==> src/rtl/mcpu_prog_loader_if.sv <==
// rtl/mcpu_prog_loader_if.sv - byte stream and RAM write port bundle for the program loader
interface mcpu_prog_loader_if #(
    parameter int WORD_SIZE = 16,
    parameter int ADDR_SIZE = 8
);
    logic [7:0]           in_data;
    logic                 in_valid;
    logic                 in_ready;
    logic                 mem_we;
    logic [ADDR_SIZE-1:0] mem_addr;
    logic [WORD_SIZE-1:0] mem_wdata;

    modport master (
        input  in_data,
        input  in_valid,
        output in_ready,
        output mem_we,
        output mem_addr,
        output mem_wdata
    );

    modport slave (
        output in_data,
        output in_valid,
        input  in_ready,
        input  mem_we,
        input  mem_addr,
        input  mem_wdata
    );
endinterface

==> src/rtl/mcpu_prog_loader.sv <==
// rtl/mcpu_prog_loader.sv - framed byte-stream loader that fills MCPU RAM and releases cpu_reset
module mcpu_prog_loader #(
    parameter int                  WORD_SIZE = 16,
    parameter int                  ADDR_SIZE = 8,
    parameter logic [7:0]          SYNC_BYTE = 8'hA5,
    parameter logic [ADDR_SIZE-1:0] BASE_ADDR = '0
) (
    input  logic                clk,
    input  logic                reset,
    mcpu_prog_loader_if.master  bus,
    input  logic                restart,
    output logic                cpu_reset,
    output logic                done,
    output logic                error
);
    typedef enum logic [2:0] {
        S_IDLE, S_CNT, S_HI, S_LO, S_CHK, S_DONE, S_ERR
    } state_t;

    localparam logic [ADDR_SIZE-1:0] ADDR_ONE = {{(ADDR_SIZE-1){1'b0}}, 1'b1};

    state_t               state;
    logic [8:0]           remaining;
    logic [ADDR_SIZE-1:0] addr;
    logic [7:0]           hi_byte;
    logic [7:0]           checksum;
    logic                 accept;

    assign accept = bus.in_valid && bus.in_ready;

    always_ff @(posedge clk or negedge reset) begin
        if (!reset) begin
            state         <= S_IDLE;
            bus.in_ready  <= 1'b1;
            bus.mem_we    <= 1'b0;
            bus.mem_addr  <= BASE_ADDR;
            bus.mem_wdata <= '0;
            cpu_reset     <= 1'b1;
            done          <= 1'b0;
            error         <= 1'b0;
            remaining     <= '0;
            addr          <= BASE_ADDR;
            hi_byte       <= '0;
            checksum      <= '0;
        end else begin
            bus.mem_we <= 1'b0;
            case (state)
                S_IDLE: begin
                    if (accept && bus.in_data == SYNC_BYTE) begin
                        checksum <= '0;
                        state    <= S_CNT;
                    end
                end
                S_CNT: begin
                    if (accept) begin
                        // a zero count encodes a full 256-word image
                        remaining <= (bus.in_data == 8'd0) ? 9'd256 : {1'b0, bus.in_data};
                        addr      <= BASE_ADDR;
                        state     <= S_HI;
                    end
                end
                S_HI: begin
                    if (accept) begin
                        hi_byte  <= bus.in_data;
                        checksum <= checksum ^ bus.in_data;
                        state    <= S_LO;
                    end
                end
                S_LO: begin
                    if (accept) begin
                        checksum      <= checksum ^ bus.in_data;
                        bus.mem_we    <= 1'b1;
                        bus.mem_addr  <= addr;
                        bus.mem_wdata <= {hi_byte, bus.in_data};
                        addr          <= addr + ADDR_ONE;
                        remaining     <= remaining - 9'd1;
                        state         <= (remaining == 9'd1) ? S_CHK : S_HI;
                    end
                end
                S_CHK: begin
                    if (accept) begin
                        bus.in_ready <= 1'b0;
                        if (bus.in_data == checksum) begin
                            done      <= 1'b1;
                            cpu_reset <= 1'b0;
                            state     <= S_DONE;
                        end else begin
                            error     <= 1'b1;
                            cpu_reset <= 1'b1;
                            state     <= S_ERR;
                        end
                    end
                end
                S_DONE, S_ERR: begin
                    if (restart) begin
                        done         <= 1'b0;
                        error        <= 1'b0;
                        checksum     <= '0;
                        cpu_reset    <= 1'b1;
                        bus.in_ready <= 1'b1;
                        state        <= S_IDLE;
                    end
                end
                default: state <= S_IDLE;
            endcase
        end
    end
endmodule
==> src/flat_wrapper.sv <==
// flat-port wrapper written by rule: the top's interface ports become plain ports
module mcpu_prog_loader_flat 
#(
    parameter int                  WORD_SIZE = 16,
    parameter int                  ADDR_SIZE = 8,
    parameter logic [7:0]          SYNC_BYTE = 8'hA5,
    parameter logic [ADDR_SIZE-1:0] BASE_ADDR = '0
)
  (clk, reset, restart, cpu_reset, done, error, bus_in_data, bus_in_valid, bus_in_ready, bus_mem_we, bus_mem_addr, bus_mem_wdata);
  mcpu_prog_loader_if #(.WORD_SIZE(WORD_SIZE), .ADDR_SIZE(ADDR_SIZE)) bus_i ();
  input  logic clk;
  input  logic reset;
  input  logic restart;
  output logic cpu_reset;
  output logic done;
  output logic error;
  input wire logic [$bits(bus_i.in_data)-1:0] bus_in_data;
  input wire logic [$bits(bus_i.in_valid)-1:0] bus_in_valid;
  output wire logic [$bits(bus_i.in_ready)-1:0] bus_in_ready;
  output wire logic [$bits(bus_i.mem_we)-1:0] bus_mem_we;
  output wire logic [$bits(bus_i.mem_addr)-1:0] bus_mem_addr;
  output wire logic [$bits(bus_i.mem_wdata)-1:0] bus_mem_wdata;
  assign bus_i.in_data = bus_in_data;
  assign bus_i.in_valid = bus_in_valid;
  assign bus_in_ready = bus_i.in_ready;
  assign bus_mem_we = bus_i.mem_we;
  assign bus_mem_addr = bus_i.mem_addr;
  assign bus_mem_wdata = bus_i.mem_wdata;
  mcpu_prog_loader #(.WORD_SIZE(WORD_SIZE), .ADDR_SIZE(ADDR_SIZE), .SYNC_BYTE(SYNC_BYTE), .BASE_ADDR(BASE_ADDR)) u_core (.clk(clk), .reset(reset), .bus(bus_i), .restart(restart), .cpu_reset(cpu_reset), .done(done), .error(error));
endmodule
==> config.mk <==
export PLATFORM = sky130hd
export DESIGN_NAME = mcpu_prog_loader_flat
export DESIGN_NICKNAME = d
export VERILOG_FILES = /design/src/rtl/mcpu_prog_loader_if.sv /design/src/rtl/mcpu_prog_loader.sv /design/src/flat_wrapper.sv
export SDC_FILE = /design/constraint.sdc
export NUM_CORES = 1
export LEC_CHECK = 0
export CAP_MARGIN = 20
export CORE_MARGIN = 2
export CORE_UTILIZATION = 30
export CTS_CLUSTER_DIAMETER = 100
export DETAILED_ROUTE_END_ITERATION = 10
export GPL_TIMING_DRIVEN = 0
export HOLD_SLACK_MARGIN = 0.15
export MAX_ROUTING_LAYER = met4
export PLACE_DENSITY = 0.52
export SYNTH_ARGS = -nofsm -noshare
export SYNTH_HDL_FRONTEND = slang
export SYNTH_SLANG_ARGS = --single-unit
==> constraint.sdc <==
create_clock -name clk -period 2.5 [get_ports clk]
set_input_delay 0.5 -clock clk [delete_from_list [all_inputs] [get_ports clk]]
set_output_delay 0.5 -clock clk [all_outputs]
set_load 0.03 [all_outputs]
Word-level counts from Yosys, hierarchy flattened
Index checks and enable logic that the tools add are counted.

cells by class
  add/subtract/negate cells = 2
  equal/unequal tests = 18
  mux-type cells = 35
  bitwise logic cells = 1
  reduce and logical (&&, ||, !) cells = 17

operators by type and width
  operator                                                                 number
  8-bit 2-to-1 mux                                                         5
  9-bit 2-to-1 mux                                                         3
  8-bit one-hot mux with 3 select lines                                    1
  3-bit 2-to-1 mux                                                         7
  3-bit one-hot mux with 6 select lines                                    1
  9-bit one-hot mux with 2 select lines                                    1
  8-bit one-hot mux with 2 select lines                                    1
  2-bit by 1-bit inequality test with 1-bit output, second input constant  7
  4-bit AND reduction                                                      3
  1-bit 2-to-1 mux                                                         11
  3-bit equality test, second input constant                               3
  9-bit by 1-bit equality test with 1-bit output, second input constant    1
  9-bit by 1-bit subtractor with 9-bit output, second input constant       1
  8-bit by 1-bit adder with 8-bit output, second input constant            1
  8-bit equality test                                                      1
  8-bit equality test, second input constant                               1
  8-bit zero test                                                          1
  1-bit one-hot mux with 2 select lines                                    4
  8-bit bitwise XOR                                                        1
  3-bit by 2-bit equality test with 1-bit output, second input constant    2
  3-bit AND reduction                                                      2
  6-bit AND reduction                                                      1
  2-bit inequality test, second input constant                             2
  2-bit AND reduction                                                      2
  other kinds (7)                                                          10

word-level totals
  register bits after elaboration = 65
  input port bits = 12
  output and inout port bits = 29

Depth between registers and ports, before layout
Gate-level depths: netlist of run 1.

  depth in word-level cells = 4
  mapped depth = 6
  gate-level depth less buffers = 6

Worst setup path after synthesis of run 1
OpenSTA, ideal clock, no wires.

  path type = in2reg
  from = input bus_in_data[4]
  to = register u_core.checksum[0]
  library setup time = 125 ps
  data arrival time = 1877 ps
  required time = 2375 ps
  path slack = 498 ps
  stages on the path = 5
  buffers on the path = 1
  path through = or4_4 -> or4b_4 -> buf_6 -> a21oi_1 -> mux2i_1

on the way
  longest elaborated chain between the ends = 4

RTL lines
  element                                                            RTL line                source
  from (decl)                                                        flat_wrapper.sv:17      input wire logic [$bits(bus_i.in_data)-1:0] bus_in_data;
  8-bit equality test                                                mcpu_prog_loader.sv:49  if (accept && bus.in_data == SYNC_BYTE) begin
  1-bit logical AND                                                  mcpu_prog_loader.sv:49
  2-bit by 1-bit inequality test with 1-bit output (no source line)  n/a
  4-bit AND reduction (no source line)                               n/a
  to (signal assigned)                                               mcpu_prog_loader.sv:65  checksum <= checksum ^ bus.in_data;
  to (signal assigned)                                               mcpu_prog_loader.sv:71  checksum <= checksum ^ bus.in_data;
  to (decl)                                                          mcpu_prog_loader.sv:26  logic [7:0] checksum;

No other way between the ends.
A chain may end at the register's enable or synchronous reset.

Worst setup path after layout of run 1
  from = input bus_in_data[4]
  to = register u_core.checksum[7]

The elaborated chain is that of the path after synthesis.

==> results.md, run 1 <==
* H-Tree Depth at 3
* Proportion of synthesized chip area in sequential cells at 50.82%
* Fillers at 1055
* Lkg Pwr at 1.728 nW
* Worst-Skew Late Latency at 350 ps
* WHS at 254.2 ps
* Worst min path class: in -> async
* CTS tree: built
* Switching power at between 0.5 and 0.6 mW
* Die W at 107.4 microns
* RSZ-0062 raised after global routing: false
* Total of max-cap violations at 0
* Antenna diodes at 0
* Post-CTS setup buffer count at 0
* VDD IR-drop max at between 0.4 and 0.5 mV
* Tcrit/Tclk final at between 90 and 100%
* Flop pwr share at 50.4%
* Antenna viol nets, final at 0
* Ports at just over 40
* Flop2flop setup slack at between 300 and 400 ps
* Placeable Area at 0.01037 sq mm
* Die Span Y at 107.4 microns
* Die ar. at 0.01153 sq mm
* Worst EP arrival at 2630 ps
* First-pass detailed-route iteration total at 4
* Max clock buf depth at 2
* Largest net degree at the start of global routing at 66
* Worst-path clk slew at 80 ps
* Crit path time final at around 2400 ps
* CTS root buf: clkbuf_8
* Status: finished, final reports clean
* Post-CTS Hold Buffers at 0
* Unique cell type count in the Yosys netlist at between 40 and 50
* Routed via count at 2485
* Clock Sinks at 65
* Area after DPL at roughly 0.0037 sq mm
* Async set or reset register ratio after synthesis at 100.0%
* Cts repair resizes at 0
* First-pass GRT wire length at between 10 and 15 mm
* Area of the mapped netlist at 0.003206 sq mm
* Yosys warns at 0
* Total wire length at 7.618 mm
* Fin. max-slew vios at 0
* Ys flop type: dfrtp_1
* Vias in the first global route at approximately 2500
* Synth Area in Compound Gates at 12.41%
* Power Dens Cells at 545.4 mW/mm^2
* Final RePlAce weighted congestion at 0.8321
* Post-Synth Adder-Cell Area at approximately 1.2%
* Post-synthesis cell count at 308
* Syn_area_per_cell at 10.41 sq um
* Post-DR wirelength/cell at between 15 and 20 microns
* HPWL after detailed placement at 4.929 mm
* Logic gate share of total power at about 6.2%
* Internal at 1.603 mW
* CP Launch Type: input port
* # nets final at between 300 and 400
* Vias per cell at 5.010
* Crit path max fanout at 8
* Mapped Nets at 323
* CP endpoint kind: flop
* Largest family of logic cells by synthesized area: multiplexers
* Setup Crit Path Kind: in -> reg
* Skew final at roughly 14 ps
* Yosys reg bits at 65
* GR Util All Layers at 14.91%
* Synth Area in XOR/XNOR at under 10%
* Clk pwr share at 43.4%
* R2r worst-path depth at 6
* Final std cell area, no fill at 0.003939 sq mm
* R2R Path End: u_core.checksum[7]$_DFFE_PN0P_
* Synth-to-Final Area Change at 22.87%
* Critical Path RT at 2740 ps
* Row cnt at 37
* Worst-Margin Slew at ~860 ps
* Number of enable flip-flop cells after synthesis at 0
* Switch share at 25.36%
* Area fraction in and, or, nand and nor cells after synthesis at roughly 15%
* Post-synthesis mux area share at 14.64%
* DR DRC count at 0
* Num CTS Buffers at 9
* Slew HR at 42.04%
* Buffers added on ports at 36
* Layout cells sized above 1 at 15.56%
* Initial antenna violation count at 0
* Final setup violating endpoints at 0
* Grt ovf at 0
* Starting DRT DRC Count at 132
* Maximum operating frequency at approximately 420 MHz
* Final hold viol count at 0
* Initial Util at 30.91%
* Critical R2R Launch: u_core.state[2]$_DFFE_PN0P_
[synth_stat cells, types with 3 or more instances]
master,number,area share (%)
inv_1,12,1.4
dfrtp_1,63,49
xor2_1,9,2.5
nand2_1,31,3.6
a21oi_1,20,3.1
mux2_2,31,11
o21ai_0,20,3.1
nand3_1,7,1.1
a22oi_1,4,0.94
nor2_1,20,2.3
mux2i_1,12,3.7
nor4_1,3,0.59
o31ai_1,4,0.94
or4_1,3,0.70
ha_1,3,1.2
nor3_1,7,1.1
clkbuf_1,18,2.1
nand4_1,3,0.59
[logic make-up after synthesis]
kind of cell	Yosys count
XOR/XNOR	9
adder cells (fa/ha/maj)	3
flip-flops	65
multiplexers	43
buffers and inverters	32
AND/OR/NAND/NOR	91
AO/OA/AOI/OAI	65
[per-stage QoR]
| stage | instances | TNS [ps] | setup WS [ps] | utilization, % | power (mW) |
|---|---|---|---|---|---|
| global placement | 480 | -94620 | -1408 | 36.03 | 1.237 |
| finish | 496 | 0 | 114.0 | 37.98 | 2.148 |
| global route | 496 | 0 | 6.918 | 37.98 | 2.249 |
| CTS | 496 | 0 | 97.01 | 37.98 | 2.180 |
| floorplan | 308 | 0 | 498.0 | - | 1.170 |
| detailed placement | 480 | -5245 | -281.0 | 36.00 | 1.238 |
[state kept, by name, indices dropped and copies added (netlist names)]
register	count
u_core.bus.mem_addr	8
u_core.state	3
u_core.error	1
u_core.addr	8
u_core.bus.in_ready	1
u_core.bus.mem_we	1
u_core.hi_byte	8
u_core.done	1
u_core.cpu_reset	1
u_core.checksum	8
u_core.bus.mem_wdata	16
u_core.remaining	9
[per-layer routing]
| layer | vias up | track usage [%] | wire length [microns] |
|---|---|---|---|
| met5 | - | - | 0 |
| met4 | 0 | 5.586 | 156 |
| met3 | 11 | 3.329 | 292 |
| met2 | 63 | 21.93 | 3280 |
| met1 | 1216 | 20.16 | 3889 |
| li1 | 1195 | - | - |
[power by group through the flow]
stage / Sequential [mW] / Clock [mW] / Combinational (mW)
after detailed placement: 1.10 / 0 / 0.135
after floorplan: 1.10 / 0 / 0.0686
after CTS: 1.08 / 0.963 / 0.136
after global placement: 1.10 / 0 / 0.135
after global routing: 1.08 / 1.01 / 0.150
final: 1.08 / 0.933 / 0.132
[how the worst max path moves through the flow]
stage / end / from / depth (start not counted)
final: u_core.checksum[7]$_DFFE_PN0P_ / bus_in_data[4] / 6
after global placement: u_core.bus.mem_wdata[13]$_DFFE_PN0P_ / reset / 1
after CTS: u_core.checksum[5]$_DFFE_PN0P_ / bus_in_data[4] / 6
after global routing: u_core.checksum[4]$_DFFE_PN0P_ / bus_in_data[4] / 6
after floorplan: u_core.checksum[0]$_DFFE_PN0P_ / bus_in_data[4] / 5
after detailed placement: u_core.checksum[7]$_DFFE_PN0P_ / bus_in_data[4] / 6
[placed cells by master, fill, tap and decap left out, types with 2 or more instances in the layout]
master and count:
a31oi_1 2, clkinv_4 2, mux2i_1 12, dfrtp_1 63
o21ai_0 20, nor2_1 20, nand3b_1 2, a2bb2oi_1 2
mux2_2 31, nand4_1 3, dfstp_2 2, clkdlybuf4s50_1 35
nor4_1 3, o22ai_1 2, nor3_1 7, ha_1 3
clkbuf_8 10, nand2_1 31, a22oi_1 4, and3_1 2
o31ai_1 4, o2bb2ai_1 2, a32oi_1 2, inv_1 12
a21oi_1 20, or4_1 3, nand3_1 7, and4b_1 2
clkinvlp_4 2, clkbuf_1 18, xor2_1 9
[final cells by class]
type	instances	area [sq um]	share of cell area (%)
buffer	20	82.58	2.097
clock buffer	10	137.6	3.494
clock inverter	6	67.56	1.715
inverter	12	45.04	1.144
multi-input combinational	211	1449	36.79
sequential	65	1629	41.36
tap	136	170.2	4.320
timing repair buffer	36	357.8	9.085
[critical path: stages]
cell             delay, ps
clkdlybuf4s50_1        580
or4_4                  620
or4b_4                 530
buf_6                  150
a21oi_1                150
mux2i_1                 90
Power figures use the tool's default switching activity.
==> run 2: changes to the inputs <==
--- a/config.mk
+++ b/config.mk
@@ -5,13 +5,14 @@
 export SDC_FILE = /design/constraint.sdc
 export NUM_CORES = 1
 export LEC_CHECK = 0
+export ABC_AREA = 1
 export CAP_MARGIN = 20
 export CORE_MARGIN = 2
 export CORE_UTILIZATION = 30
 export CTS_CLUSTER_DIAMETER = 100
 export DETAILED_ROUTE_END_ITERATION = 10
 export GPL_TIMING_DRIVEN = 0
-export HOLD_SLACK_MARGIN = 0.15
+export HOLD_SLACK_MARGIN = 0.05
 export MAX_ROUTING_LAYER = met4
 export PLACE_DENSITY = 0.52
 export SYNTH_ARGS = -nofsm -noshare
==> results.md, run 2 <==
* Status: finished, final reports clean
* First-pass GRT wire length at 13.11 mm
* Tcrit/Tclk final at 82.98%
* Crit path max fanout at 3
* Core Util, Final at 38.15%
* Die ar. at 0.01154 sq mm
* Skew final at 8.688 ps
* CP Launch Type: flop
* Initial antenna violation count at 0
* Power Dens Cells at 494.2 mW/mm^2
* First-pass detailed-route iteration total at 4
* Yosys reg bits at 65
* Commonest cells after routing, fill and taps aside: nand2_1 (147), dfrtp_1 (63), inv_1 (43)
* Die Span Y at 107.4 microns
* Row cnt at 37
* Critical R2R Launch: u_core.bus.in_ready$_DFFE_PN1P_
* Mapped Nets at 419
* Post-CTS setup buffer count at 0
* Post-route setup slack at 425.4 ps
* Starting DRT DRC Count at 143
* Synth top area cells: dfrtp_1 (49%), nand2_1 (17%), o21ai_0 (5.9%), inv_1 (5.0%), nand3_1 (4.2%)
* Num CTS Buffers at 9
* Yosys top cell by area: dfrtp_1
* Final Power at 1.955 mW
* H-Tree Depth at 3
* Vias per cell at approximately 4.6
* Top flop regs: u_core.bus.mem_wdata: 16 flops, u_core.remaining: 9 flops
* Post-DR wirelength/cell at 13.21 microns
* CP endpoint kind: primary output
* Final hold viol count at 0
* CTS root buf: clkbuf_8
* Area of the mapped netlist at 0.003208 sq mm
* Grt ovf at 0
* Ys flop type: dfrtp_1
* CTS tree: built
* Max clock buf depth at 2
* Clock Sinks at 65
* Slowest CP cell: clkdlybuf4s50_1
* Buffers added on ports at 40
* Worst-Skew Late Latency at about 340 ps
* Slew HR at 44.14%
* Proportion of synthesized chip area in sequential cells at between 50% and 60%
* Initial Util at 30.94%
* Worst min path class: in -> async
* VDD IR-drop max at 0.2373 mV
* Synth-to-Final Area Change at 23.32%
* Post-CTS Hold Buffers at 0
* Total wire length at 7.876 mm
* Top-count cell post-synth: nand2_1
* Worst EP arrival at approximately 1600 ps
* Placeable Area at around 0.010 sq mm
* Most common cell after layout, fill and taps aside: nand2_1
* Critical Path, Cell by Cell: clkdlybuf4s50_1
* Final RePlAce weighted congestion at about 0.87
* Crit. Startpoint: u_core.bus.in_ready$_DFFE_PN1P_
* DR DRC count at 0
* Yosys warns at 0
* Number of enable flip-flop cells after synthesis at 0
* Crit path time final at 2075 ps
* Buf/Inv on CP at 1
* Slowest cell delay on critical path at roughly 670 ps
* # nets final at 470
* Top cells by count, synth: nand2_1 (147), dfrtp_1 (63), inv_1 (43), o21ai_0 (38), nand3_1 (27)
* Lkg Pwr at 1.892 nW
* Final setup violating endpoints at 0
* Layout cells sized above 1 at 9.565%
* Fin. max-slew vios at 0
* Top cell type's share of synthesized area at 49.14%
* Max reg flops at 16
* HPWL after detailed placement at 5.590 mm
* Antenna viol nets, final at 0
* Worst-path clk slew at 80 ps
* Final std cells w/o fill at 596
* Largest net degree at the start of global routing at 66
* Routed via count at between 2000 and 3000
* Die W at 107.4 microns
* Dpl cells at 580
* Vias in the first global route at roughly 2600
* Cts repair resizes at 0
* Antenna diodes at 0
* WHS at 235.9 ps
* Post-synthesis cell count at 404
* Ports at 41
* Unique cell type count in the Yosys netlist at 30
* Async set or reset register ratio after synthesis at 100.0%
* Syn_area_per_cell at 7.941 sq um
* CP delay by family, top: buffers and inverters
* GR Util All Layers at 15.14%
* RSZ-0062 raised after global routing: false
* Setup Crit Path Kind: reg -> out
* Total of max-cap violations at 0
* Reg with most FFs: u_core.bus.mem_wdata
* Pre-CTS setup slack at 122.9 ps
* Critical Path RT at 2000 ps
* Worst-Margin Slew at 837.8 ps
* Maximum operating frequency at 482.0 MHz
run 2: cell types whose count changed after synthesis, sizes merged, moves of 5 or more:
cell,change
nand2,+119
nand3,+23
mux2i,-12
nor3,-5
buf,+7
xor2,-9
nor2,+5
a21oi,-9
o21ai,+32
inv,+34
clkbuf,-17
mux2,-31
run 2: area by class of cell:
class                   instances  area (sq um)
plain buffers                  10         77.57
clock buffers                  11         141.4
clock inverters                 5         38.79
fillers                      1076          6414
inverters                      46         175.2
multi-input cells             283          1326
flip-flops and latches         65          1629
well taps                     136         170.2
repair buffers                 40         397.9
run 2: cells by family after synthesis:
logic type                 share of synthesized area (%)
adders and majority gates                          1.170
buffers and inverters                              7.878
AOI/OAI and AO/OA                                  11.04
DFF                                                50.78
and+or+nand+nor                                    28.86
xor gates and xnor gates                          0.2731
run 2: metal layers:
| metal | vias to the layer above | GRT usage, % | wire length (microns) |
|---|---|---|---|
| li1 | 1383 | - | - |
| met1 | 1299 | 20.47 | 3857 |
| met2 | 61 | 22.88 | 3561 |
| met3 | 7 | 3.269 | 351 |
| met4 | 0 | 4.670 | 106 |
| met5 | - | - | 0 |
run 2: worst paths after layout:
kind                                                         to  slack, ps  cells past startpoint
min                          u_core.bus.mem_addr[5]$_DFFE_PN0P_        240                      1
max reg2reg                     u_core.remaining[3]$_DFFE_PN0P_        600                      5
max                                                bus_in_ready        430                      1
max in group asynchronous       u_core.remaining[4]$_DFFE_PN0P_       1690                      1
min in group clk           u_core.bus.mem_wdata[11]$_DFFE_PN0P_        480                      2
min reg2reg                u_core.bus.mem_wdata[11]$_DFFE_PN0P_        480                      2
run 2: power breakdown:
group / switching (mW) / internal [mW]
Sequential: 0 / 1.05
Combinational: 0.0479 / 0.0207
Clock: 0.443 / 0.393
run 2: metrics by stage:
step | instance area, sq um | TNS, ps
6_report | 3956 | 0
5_1_grt | 3956 | 0
4_1_cts | 3956 | 0
3_5_place_dp | 3776 | 0
3_3_place_gp | 3779 | -86380
2_1_floorplan | 3208 | 0
==> run 3: changes to the inputs <==
==> constraint.sdc (replaced) <==
create_clock -name clk -period 2.04 [get_ports clk]
set_input_delay 0.408 -clock clk [delete_from_list [all_inputs] [get_ports clk]]
set_output_delay 0.408 -clock clk [all_outputs]
set_load 0.03 [all_outputs]
==> results.md, run 3 (synthesis gave the netlist of run 2 again) <==
* WHS at roughly 140 ps
* HPWL after detailed placement at 5.590 mm
* Buf/Inv on CP at 1
* Total of max-cap violations at 0
* Status: finished, final reports clean
* Slowest CP cell: clkdlybuf4s50_1
* R2R Path End: u_core.remaining[3]$_DFFE_PN0P_
* Final std cells w/o fill at between 500 and 600
* Buffers added on ports at 40
* Layout cells sized above 1 at a little under a tenth
* # nets final at 470
* Post-DR wirelength/cell at 13.15 microns
* Die ar. at 0.01154 sq mm
* Final RePlAce weighted congestion at 0.8736
* Initial antenna violation count at 0
* Logic gate share of total power at roughly 3.5%
* First-pass detailed-route iteration total at 4
* Internal at about 1.8 mW
* Fillers at ~1100
* Vias per cell at 4.616
* CTS root buf: clkbuf_8
* CTS tree: built
* Stages on the worst setup path at 1
* Worst EP arrival at about 1600 ps
* Crit path time final at 1977 ps
* Antenna diodes at 0
* Critical Path RT at 1630 ps
* Routed via count at 2751
* Switch share at 24.96%
* Max clock buf depth at 2
* Worst-path clk slew at 80 ps
* Setup Crit Path Kind: reg -> out
* Core Util, Final at 38.21%
* Power Dens Cells at 603.4 mW/mm^2
* RSZ-0062 raised after global routing: false
* Post-CTS setup buffer count at 0
* CP delay by family, top: buffers and inverters
* Die Span Y at ~110 microns
* Vias in the first global route at 2583
* Worst-Margin Slew at 826.9 ps
* Antenna viol nets, final at 0
* Largest net degree at the start of global routing at 66
* Total wire length at 7.840 mm
* Final setup violating endpoints at 0
* DR DRC count at 0
* Critical Path, Cell by Cell: clkdlybuf4s50_1
* R2r worst-path depth at 5
* Fin. max-slew vios at 0
* Max reg flops at 16
* Die W at 107.4 microns
* Most common cell after layout, fill and taps aside: nand2_1
* CP endpoint kind: primary output
* Switching power at 0.5968 mW
* GR Util All Layers at 15.14%
* Commonest cells after routing, fill and taps aside: nand2_1 (147), dfrtp_1 (63), inv_1 (43)
* Flop2flop setup slack at about 330 ps
* VDD IR-drop max at 0.2866 mV
* Final Power at 2.391 mW
* Slowest cell delay on critical path at around 670 ps
* Worst min path class: in -> async
* Tcrit/Tclk final at 96.92%
* Flop pwr share at between 50 and 60%
* Placeable Area at 0.01037 sq mm
* Top flop regs: u_core.bus.mem_wdata: 16 flops, u_core.remaining: 9 flops
* H-Tree Depth at 3
* Final hold viol count at 0
* Crit path max fanout at 3
* Worst-Skew Late Latency at 340 ps
* Initial Util at a little under a third
* Setup crit end: bus_in_ready
* Grt ovf at 0
* Ports at 41
* Crit. Startpoint: u_core.bus.in_ready$_DFFE_PN1P_
* Maximum operating frequency at 505.8 MHz
* Post-CTS Hold Buffers at 0
* Slew HR at 44.87%
* Num CTS Buffers at 9
* Critical R2R Launch: u_core.bus.in_ready$_DFFE_PN1P_
* Starting DRT DRC Count at ~140
* CP Launch Type: flop
* Skew final at 9.044 ps
* Synth-to-Final Area Change at 23.52%
* Reg with most FFs: u_core.bus.mem_wdata
* Dpl cells at 580
* Clk pwr share at 42.7%
* Lkg Pwr at 1.892 nW
* First-pass GRT wire length at 13.11 mm
* Row cnt at 37
* Clock Sinks at 65
==> run 3: timing repair <==
item,CTS,global route
endpoints found under the hold margin,0,0
gates resized for setup,0,1
setup endpoints to repair,0,4
==> run 3: area by class of cell <==
| class | count | area [sq um] | share of cell area [%] |
|---|---|---|---|
| buffer | 10 | 77.57 | 1.958 |
| timing repair buffer | 40 | 397.9 | 10.04 |
| tap | 136 | 170.2 | 4.294 |
| clock inverter | 5 | 38.79 | 0.9788 |
| clock buffer | 11 | 141.4 | 3.568 |
| sequential | 65 | 1629 | 41.11 |
| inverter | 46 | 175.2 | 4.421 |
| multi-input combinational | 283 | 1333 | 33.63 |
==> run 3: worst min path at each step <==
| stage | to | from | slack [ps] |
|---|---|---|---|
| after global routing | u_core.bus.mem_addr[4]$_DFFE_PN0P_ | reset | 220 |
| after global placement | u_core.bus.mem_wdata[12]$_DFFE_PN0P_ | u_core.bus.mem_wdata[12]$_DFFE_PN0P_ | 460 |
| after detailed placement | u_core.bus.mem_wdata[12]$_DFFE_PN0P_ | u_core.bus.mem_wdata[12]$_DFFE_PN0P_ | 460 |
| final | u_core.bus.mem_addr[5]$_DFFE_PN0P_ | reset | 140 |
| after CTS | u_core.bus.mem_addr[5]$_DFFE_PN0P_ | reset | 190 |
| after floorplan | u_core.addr[0]$_DFFE_PN0P_ | reset | 110 |
==> run 3: per-layer routing <==
layer | up-vias | routed length [microns] | global-route usage, %
met1 | 1299 | 3771 | 20.47
met3 | 5 | 417 | 3.269
met4 | 0 | 78 | 4.670
met2 | 66 | 3572 | 22.88
li1 | 1381 | - | -
met5 | - | 0 | -
==> run 3: power groups by stage <==
stage	sequential [mW]	combinational [mW]	clock, mW
2_1_floorplan	1.31	0.0213	0
3_3_place_gp	1.31	0.0875	0
6_report	1.29	0.0835	1.02
5_1_grt	1.29	0.0962	1.12
4_1_cts	1.29	0.0872	1.06
3_5_place_dp	1.31	0.0874	0
==> run 3: per-stage QoR <==
stage | setup WS, ps | area [sq um] | TNS (ps)
after floorplan | 440.5 | 3208 | 0
after global placement | -1725 | 3779 | -112070
after detailed placement | -245.1 | 3776 | -1833
after CTS | 22.23 | 3956 | 0
after global routing | 4.098 | 3963 | 0
final | 62.76 | 3963 | 0
